[src/rtl/nibble_pkg.sv]
// Shared types and constants for the nibble selector / packer datapath.
package nibble_pkg;

  localparam int unsigned LANES  = 4;
  localparam int unsigned BEAT_W = 16;

  typedef logic [3:0] nibble_t;
  typedef nibble_t [LANES-1:0] nibble_grp_t;

  typedef enum logic {
    StEmpty,
    StHold
  } pack_state_e;

  // Even parity per byte of a 32-bit word; bit k covers byte k.
  function automatic logic [3:0] byte_parity(input logic [31:0] word);
    logic [3:0] par;
    for (int k = 0; k < 4; k++) begin
      par[k] = ^word[8*k +: 8];
    end
    return par;
  endfunction

endpackage

[src/rtl/nibble_fifo.sv]
// Synchronous FIFO with occupancy count; full/empty is decided by the count.
module nibble_fifo #(
  parameter int unsigned DEPTH = 4,
  parameter int unsigned WIDTH = 32,
  parameter int unsigned CW    = $clog2(DEPTH + 1)
) (
  input  logic             i_clk,
  input  logic             i_reset,
  input  logic             i_push,
  input  logic             i_pop,
  input  logic [WIDTH-1:0] i_wdata,
  output logic [WIDTH-1:0] o_rdata,
  output logic [CW-1:0]    o_count
);

  localparam int unsigned AW = $clog2(DEPTH);

  logic [WIDTH-1:0] r_mem [DEPTH];
  logic [AW-1:0]    r_wptr;
  logic [AW-1:0]    r_rptr;
  logic [CW-1:0]    r_count;

  // Storage is cleared on reset so the head reads as zero afterwards.
  always_ff @(posedge i_clk) begin
    if (i_reset) begin
      r_mem   <= '{default: '0};
      r_wptr  <= '0;
      r_rptr  <= '0;
      r_count <= '0;
    end else begin
      if (i_push) begin
        r_mem[r_wptr] <= i_wdata;
        r_wptr        <= r_wptr + 1'b1;
      end
      if (i_pop) begin
        r_rptr <= r_rptr + 1'b1;
      end
      if (i_push && !i_pop) begin
        r_count <= r_count + 1'b1;
      end else if (!i_push && i_pop) begin
        r_count <= r_count - 1'b1;
      end
    end
  end

  assign o_rdata = r_mem[r_rptr];
  assign o_count = r_count;

endmodule

[src/rtl/nibble_packer.sv]
// Packs pairs of 16-bit nibble beats into 32-bit words behind a FIFO.
// Define NIBBLE_PACKER_PARITY_EN to add per-byte parity stored with each word.
module nibble_packer
  import nibble_pkg::*;
#(
  parameter int unsigned DEPTH = 4,
  parameter int unsigned CW    = $clog2(DEPTH + 1)
) (
  input  logic        i_clk,
  input  logic        i_reset,
  input  nibble_grp_t i_nibble_in,
  input  logic        i_nibble_valid,
  output logic        o_nibble_ready,
  input  logic        i_flush,
  output logic [31:0] o_data_out,
  output logic        o_valid_out,
  input  logic        i_ready_in,
  output logic [CW-1:0] o_words,
`ifdef NIBBLE_PACKER_PARITY_EN
  output logic [3:0]  o_parity_out,
`endif
  output logic        o_half
);

`ifdef NIBBLE_PACKER_PARITY_EN
  localparam int unsigned FW = 36;
`else
  localparam int unsigned FW = 32;
`endif
  localparam logic [CW-1:0] FullCnt = CW'(DEPTH);

  pack_state_e       r_state;
  pack_state_e       w_state_d;
  logic [BEAT_W-1:0] r_hold;
  logic [BEAT_W-1:0] w_hold_d;
  logic              r_flush_pend;
  logic              w_pend_d;

  logic [BEAT_W-1:0] w_beat;
  logic              w_full;
  logic              w_xfer;
  logic              w_pop;
  logic              w_push;
  logic [31:0]       w_push_word;
  logic [FW-1:0]     w_fifo_wdata;
  logic [FW-1:0]     w_fifo_rdata;
  logic [CW-1:0]     w_count;

  assign w_beat         = i_nibble_in;
  assign w_full         = (w_count == FullCnt);
  assign o_nibble_ready = !r_flush_pend && ((r_state == StEmpty) || !w_full);
  assign w_xfer         = i_nibble_valid && o_nibble_ready;
  assign o_valid_out    = (w_count != '0);
  assign w_pop          = o_valid_out && i_ready_in;

  always_ff @(posedge i_clk) begin
    if (i_reset) begin
      r_state      <= StEmpty;
      r_hold       <= '0;
      r_flush_pend <= 1'b0;
    end else begin
      r_state      <= w_state_d;
      r_hold       <= w_hold_d;
      r_flush_pend <= w_pend_d;
    end
  end

  // A transfer always beats a flush; a flush against a full FIFO waits for space.
  always_comb begin
    w_state_d   = r_state;
    w_hold_d    = r_hold;
    w_pend_d    = r_flush_pend;
    w_push      = 1'b0;
    w_push_word = '0;
    case (r_state)
      StEmpty: begin
        if (w_xfer) begin
          w_hold_d  = w_beat;
          w_state_d = StHold;
        end
      end
      StHold: begin
        if (w_xfer) begin
          w_push      = 1'b1;
          w_push_word = {w_beat, r_hold};
          w_state_d   = StEmpty;
        end else if (i_flush || r_flush_pend) begin
          if (!w_full) begin
            w_push      = 1'b1;
            w_push_word = {16'h0, r_hold};
            w_state_d   = StEmpty;
            w_pend_d    = 1'b0;
          end else begin
            w_pend_d = 1'b1;
          end
        end
      end
      default: w_state_d = StEmpty;
    endcase
  end

`ifdef NIBBLE_PACKER_PARITY_EN
  assign w_fifo_wdata = {byte_parity(w_push_word), w_push_word};
  assign o_parity_out = w_fifo_rdata[35:32];
`else
  assign w_fifo_wdata = w_push_word;
`endif

  nibble_fifo #(
    .DEPTH (DEPTH),
    .WIDTH (FW),
    .CW    (CW)
  ) u_fifo (
    .i_clk   (i_clk),
    .i_reset (i_reset),
    .i_push  (w_push),
    .i_pop   (w_pop),
    .i_wdata (w_fifo_wdata),
    .o_rdata (w_fifo_rdata),
    .o_count (w_count)
  );

  assign o_data_out = w_fifo_rdata[31:0];
  assign o_words    = w_count;
  assign o_half     = (r_state == StHold);

endmodule
[config.mk]
export PLATFORM = sky130hd
export DESIGN_NAME = nibble_packer
export DESIGN_NICKNAME = d
export VERILOG_FILES = /design/src/rtl/nibble_pkg.sv /design/src/rtl/nibble_fifo.sv /design/src/rtl/nibble_packer.sv
export SDC_FILE = /design/constraint.sdc
export NUM_CORES = 1
export LEC_CHECK = 0
export BUFFER_PORTS_ARGS = -buffer_cell sky130_fd_sc_hd__clkbuf_2
export CAP_MARGIN = 20
export CORE_MARGIN = 2
export CORE_UTILIZATION = 40
export CTS_CLUSTER_SIZE = 40
export DETAILED_ROUTE_END_ITERATION = 8
export GPL_TIMING_DRIVEN = 0
export SYNTH_ARGS = -nofsm -noshare
export SYNTH_HDL_FRONTEND = slang
export SYNTH_HIERARCHICAL = 1
export SYNTH_SLANG_ARGS = --single-unit
export TNS_END_PERCENT = 50
[constraint.sdc]
create_clock -name i_clk -period 2.93 [get_ports i_clk]
set_input_delay 0.293 -clock i_clk [delete_from_list [all_inputs] [get_ports i_clk]]
set_output_delay 0.293 -clock i_clk [all_outputs]
set_load 0.005 [all_outputs]
-- After elaboration in Yosys (flattened, before gate mapping)
Index checks and enable logic that the tools add are counted.
Widths: inputs -> output; s select.
- bitwise logic cells: 4
- add/sub/neg operators: 4
- reductions and logical operators: 16
- muxes and demuxes: 21
- order comparisons: 3
- equality and inequality tests: 1
- operator list (operator ; count):
    $mux 32 ; 5
    $bwmux 128 ; 1
    $bmux 32 s2 ; 1
    $demux 32 s2 ; 1
    $mux 16 ; 2
    $mux 1 ; 8
    $ge 3x3->1 const B ; 2
    $logic_and 1x1->1 ; 6
    $mux 3 ; 2
    $not 2->3 ; 2
    $add 2x1->2 const B ; 2
    $logic_not 1->1 ; 4
    $add 3x1->3 const B ; 1
    $eq 3x3->1 const B ; 1
    $lt 3x1->1 const B ; 1
    $reduce_and 3->1 ; 1
    $reduce_bool 3->1 ; 1
    $sub 3x1->3 const B ; 1
    $logic_or 1x1->1 ; 2
    $not 1->1 ; 2
    $pmux 1 s2 ; 1
    $reduce_and 2->1 ; 1
    $reduce_bool 2->1 ; 1
- word-level logic and storage cells: 59
- output and inout bits: 38
- input bits: 21
- flip-flop bits (word level): 153

-- Depth between registers and ports, before layout
- word-level depth: 11
- depth in mapped cells: 9
- mapped depth without buffers: 9

-- Cells and area by module
The synthesis kept the hierarchy.
- by module, submodules not included (module ; instances ; cells each ; area an instance (sq um)):
    nibble_fifo ; 1 ; 638 ; 5630.4
    nibble_packer ; 1 ; 119 ; 932.1

-- Least setup slack after synthesis
No wires, ideal clock.
- kind: register to register
- start: reg u_fifo.r_count[0], in the netlist u_fifo/o_count[0]
- end: reg u_fifo.r_count[2], in the netlist u_fifo/o_count[2]
- arrival time: 2.171 ns
- setup slack: 0.689 ns
- buffers on the path: 1
- cell stages (with the launch flop): 10
- cell sequence: dfxtp_1 -> nor3b_4 -> nor3b_2 -> buf_4 -> ha_1 -> inv_1 -> fa_1 -> xor2_1 -> or3_1 -> a21oi_1
- longest elaborated chain between the ends: 10
- elaborated cells between the ends (all ways): 20
- ends and longest elaborated chain (element ; RTL line ; RTL):
    start: declaration ; nibble_fifo.sv:21 ; logic [CW-1:0] r_count;
    start signal: assignment ; nibble_fifo.sv:39 ; r_count <= r_count + 1'b1;
    start signal: assignment ; nibble_fifo.sv:41 ; r_count <= r_count - 1'b1;
    $eq 3x3->1 * ; nibble_packer.sv:50 ; assign w_full = (w_count == FullCnt);
    $logic_not 1->1 ; - ;
    $logic_or 1x1->1 ; nibble_packer.sv:51 ; assign o_nibble_ready = !r_flush_pend && ((r_state == StEmpty) || !w_full);
    $logic_and 1x1->1 ; nibble_packer.sv:51 ;
    $logic_and 1x1->1 ; nibble_packer.sv:52 ; assign w_xfer = i_nibble_valid && o_nibble_ready;
    $mux 1 * ; nibble_packer.sv:83 ; if (w_xfer) begin
    $mux 1 * ; nibble_packer.sv:75 ; case (r_state)
    via w_push ; nibble_packer.sv:43 ; logic w_push;
    $logic_not 1->1 ; nibble_fifo.sv:40 ; end else if (!i_push && i_pop) begin
    $logic_and 1x1->1 ; nibble_fifo.sv:40 ;
    $reduce_bool 2->1 (no line) ; - ;
Mark *: on every way through the listed nets, which the timed path passes. The rest lies on a longest branch. The select of a mux whose other input is x is not followed.
A chain may end at the register's enable or synchronous reset.

-- Worst setup path in the final report
Ends and elaborated chain as after synthesis.

==> metrics <==
WS Path Type flip-flop to flip-flop; crit path DAT 2.97 ns; GPL Wtd Cong 0.860; critical path endpoint category flip-flop; top-area cell type share of the netlist area 46.7%; top cells by area, synth dfxtp_1 (47%), nand2_1 (17%), a21oi_1 (11%), mux4_2 (10%), and2_1 (3.5%); Crit-path slowest cell dfxtp_1; Final Util 48.3%; CP Buf/Inv Count 2; met2 track demand over resource 34.1%; Critical Path Fanout Max 11; area grow syn2layout 17.3%; Worst Tran Pin Value 0.684 ns; Final Hold Fails 0; Detailed Route WL 18.5 mm; core area 15900 sq um; LEAKAGE 2.73 nW; gr usage total 21.7%; DP HPWL 12.8 mm; Post-Synth Adder-Cell Area 1.26%; PnR worst setup slack 0.323 ns; setup repair after global routing missed its margin false; outcome complete, no violations; Post-synth ARST share 0%; die area 17400 sq um; ratio of cells with drive above 1 in the final layout 19.5%; sequential share of the synthesized area 46.7%; CP delay by family, top simple AND/OR/NAND/NOR gates; crit path from u_fifo/o_count[0]; htree depth 4; Max Fclk 384 MHz; DRC 0; mux share of post-synthesis cell area 11.5%; total number of vias 5385; initial antenna violation count 0; post-CTS sizing 0; die width 132 um; worst clock skew 0.0115 ns; Avg WL per Cell 17.5 um; nets@finish 860; Cell Area, Synth 6560 sq um; Setup Fix Bufs, Post-CTS 0; Post-Synth Simple-Gate Area 22.1%; Min Hold Slack 0.116 ns; CP max stage delay 0.49 ns; global-route wire length before repair 28.9 mm; Mapped Cells 757; Most used DFF post-synth dfxtp_1; drt first pass iters 4; Final Cycle Share 89.0%; Setup Total Neg Slack 0 ns; Post-synth EDFFs 0; Max Cap Viol 0; syn avg cell area 8.67 sq um; most common library cell in the layout ignoring fill and taps nand2_1; number of port buffers 57; Power Dens Cells 672 nW/um^2; site row count 46; HP Class primary input to flip-flop; startpoint class of the critical path flip-flop; Ys Warns 6; Worst Hold Launch i_nibble_in[10]; TritonCTS buffer count 17; Die Height 132 um; Synthesized Nets 784; grt total ovfl 0; Initial Util 41.2%; Synth area leader dfxtp_1; # IOs 59; worst r2r src u_fifo/o_count[0]; Critical Path RT 3.30 ns; XOR/XNOR Fraction of Synth Area 0.667%; ANT cells 0; largest family of logic cells by synthesized area simple AND/OR/NAND/NOR gates; CTS Buffer Depth 2; global routing usage on met1 29.9%; Distinct cells, synth 28; hold buffer count at CTS 0; commonest non-fill, non-tap cells in the layout nand2_1 (293), dfxtp_1 (153), a21oi_1 (147); fin. max-slew vios 0; drt first-iter violations 420; Worst VDD drop 465 uV; CTS tree yes; Setup WS pre-CTS 0.346 ns; worst-skew pair later-pin latency 0.43 ns; clock sink count 153; Via density 5.08; Root Driver clkbuf_16; Synth Register Bits 153; Tmin final 2.61 ns; Compound-Gate Fraction of Synth Area 11.5%; Slew HR 54.4%; Final ANT Viol Nets 0; most used routing layer met2; clock slew at reported path FFs 0.06 ns; largest net degree at the start of global routing 17; critical path cell sequence nor3b_4 > nor3b_2 > buf_4 > ha_1 > inv_1 > fa_1 > xor2_1 > or3_1 > a21oi_1; M3 GR Usage 4.65%; Final setup viols 0; vias in the first global route 5009
[worst reg2reg max path: stages, from the launching register on]
cell	delay, ns
dfxtp_1	0.49
nor3b_4	0.10
nor3b_2	0.44
buf_4	0.27
ha_1	0.21
inv_1	0.06
fa_1	0.37
xor2_1	0.16
or3_1	0.31
a21oi_1	0.14
[kinds of logic after synthesis]
| kind of cell | Yosys count |
|---|---|
| AO/OA/AOI/OAI | 150 |
| XOR/XNOR | 5 |
| adder cells (fa/ha/maj) | 6 |
| buffers and inverters | 63 |
| flip-flops | 153 |
| multiplexers | 34 |
| AND/OR/NAND/NOR | 346 |
[power by group]
group	total (W)	internal (W)	switching (W)
sequential	0.00219	0.00214	0.0000548
clock	0.00216	0.00129	0.000872
combinational	0.000818	0.000325	0.000494
total	0.00517	0.00375	0.00142
[path summary, 6_finish.rpt]
kind,cells past startpoint,end,slack (ns)
setup reg to reg,9,u_fifo/o_count[2],0.32
setup / recovery,9,u_fifo/o_count[2],0.32
hold reg to reg,2,r_hold[2],0.45
hold / removal,3,r_hold[10],0.12
[metal layers]
metal	vias up	part of all wire [%]
li1	2655	-
met5	-	0
met3	19	5.3
met2	128	47
met1	2583	46
met4	0	1.5
[cell usage after synthesis (all sizes together), types with 3 or more instances]
master  number
xor2         3
a21oi      148
mux4        32
inv          4
dfxtp      153
nor2         6
buf         48
ha           5
nand2      293
and2        37
clkbuf      11
nor3b        3
[stage by stage]
step	cells	area (sq um)	total power (W)
3_3_place_gp	1030	7120	0.00305
2_1_floorplan	757	6560	0.00279
5_1_grt	1060	7700	0.00537
6_report	1060	7700	0.00517
3_5_place_dp	1030	7120	0.00306
4_1_cts	1060	7700	0.00521
[sequential cells by signal (all words and copies together), names as in the netlist]
signal          cells
o_half              1
u_fifo/r_mem      128
u_fifo/r_rptr       2
r_flush_pend        1
u_fifo/r_wptr       2
u_fifo/o_count      3
r_hold             16
[layout make-up]
class / count / area, sq um
plain buffers: 59 / 400
clock inverters: 11 / 125
well taps: 216 / 270
clock buffers: 19 / 453
flip-flops and latches: 153 / 3060
fillers: 1561 / 8250
multi-input cells: 541 / 3080
repair buffers: 57 / 285
inverters: 4 / 15.0
(Power assumes the default switching activity.)
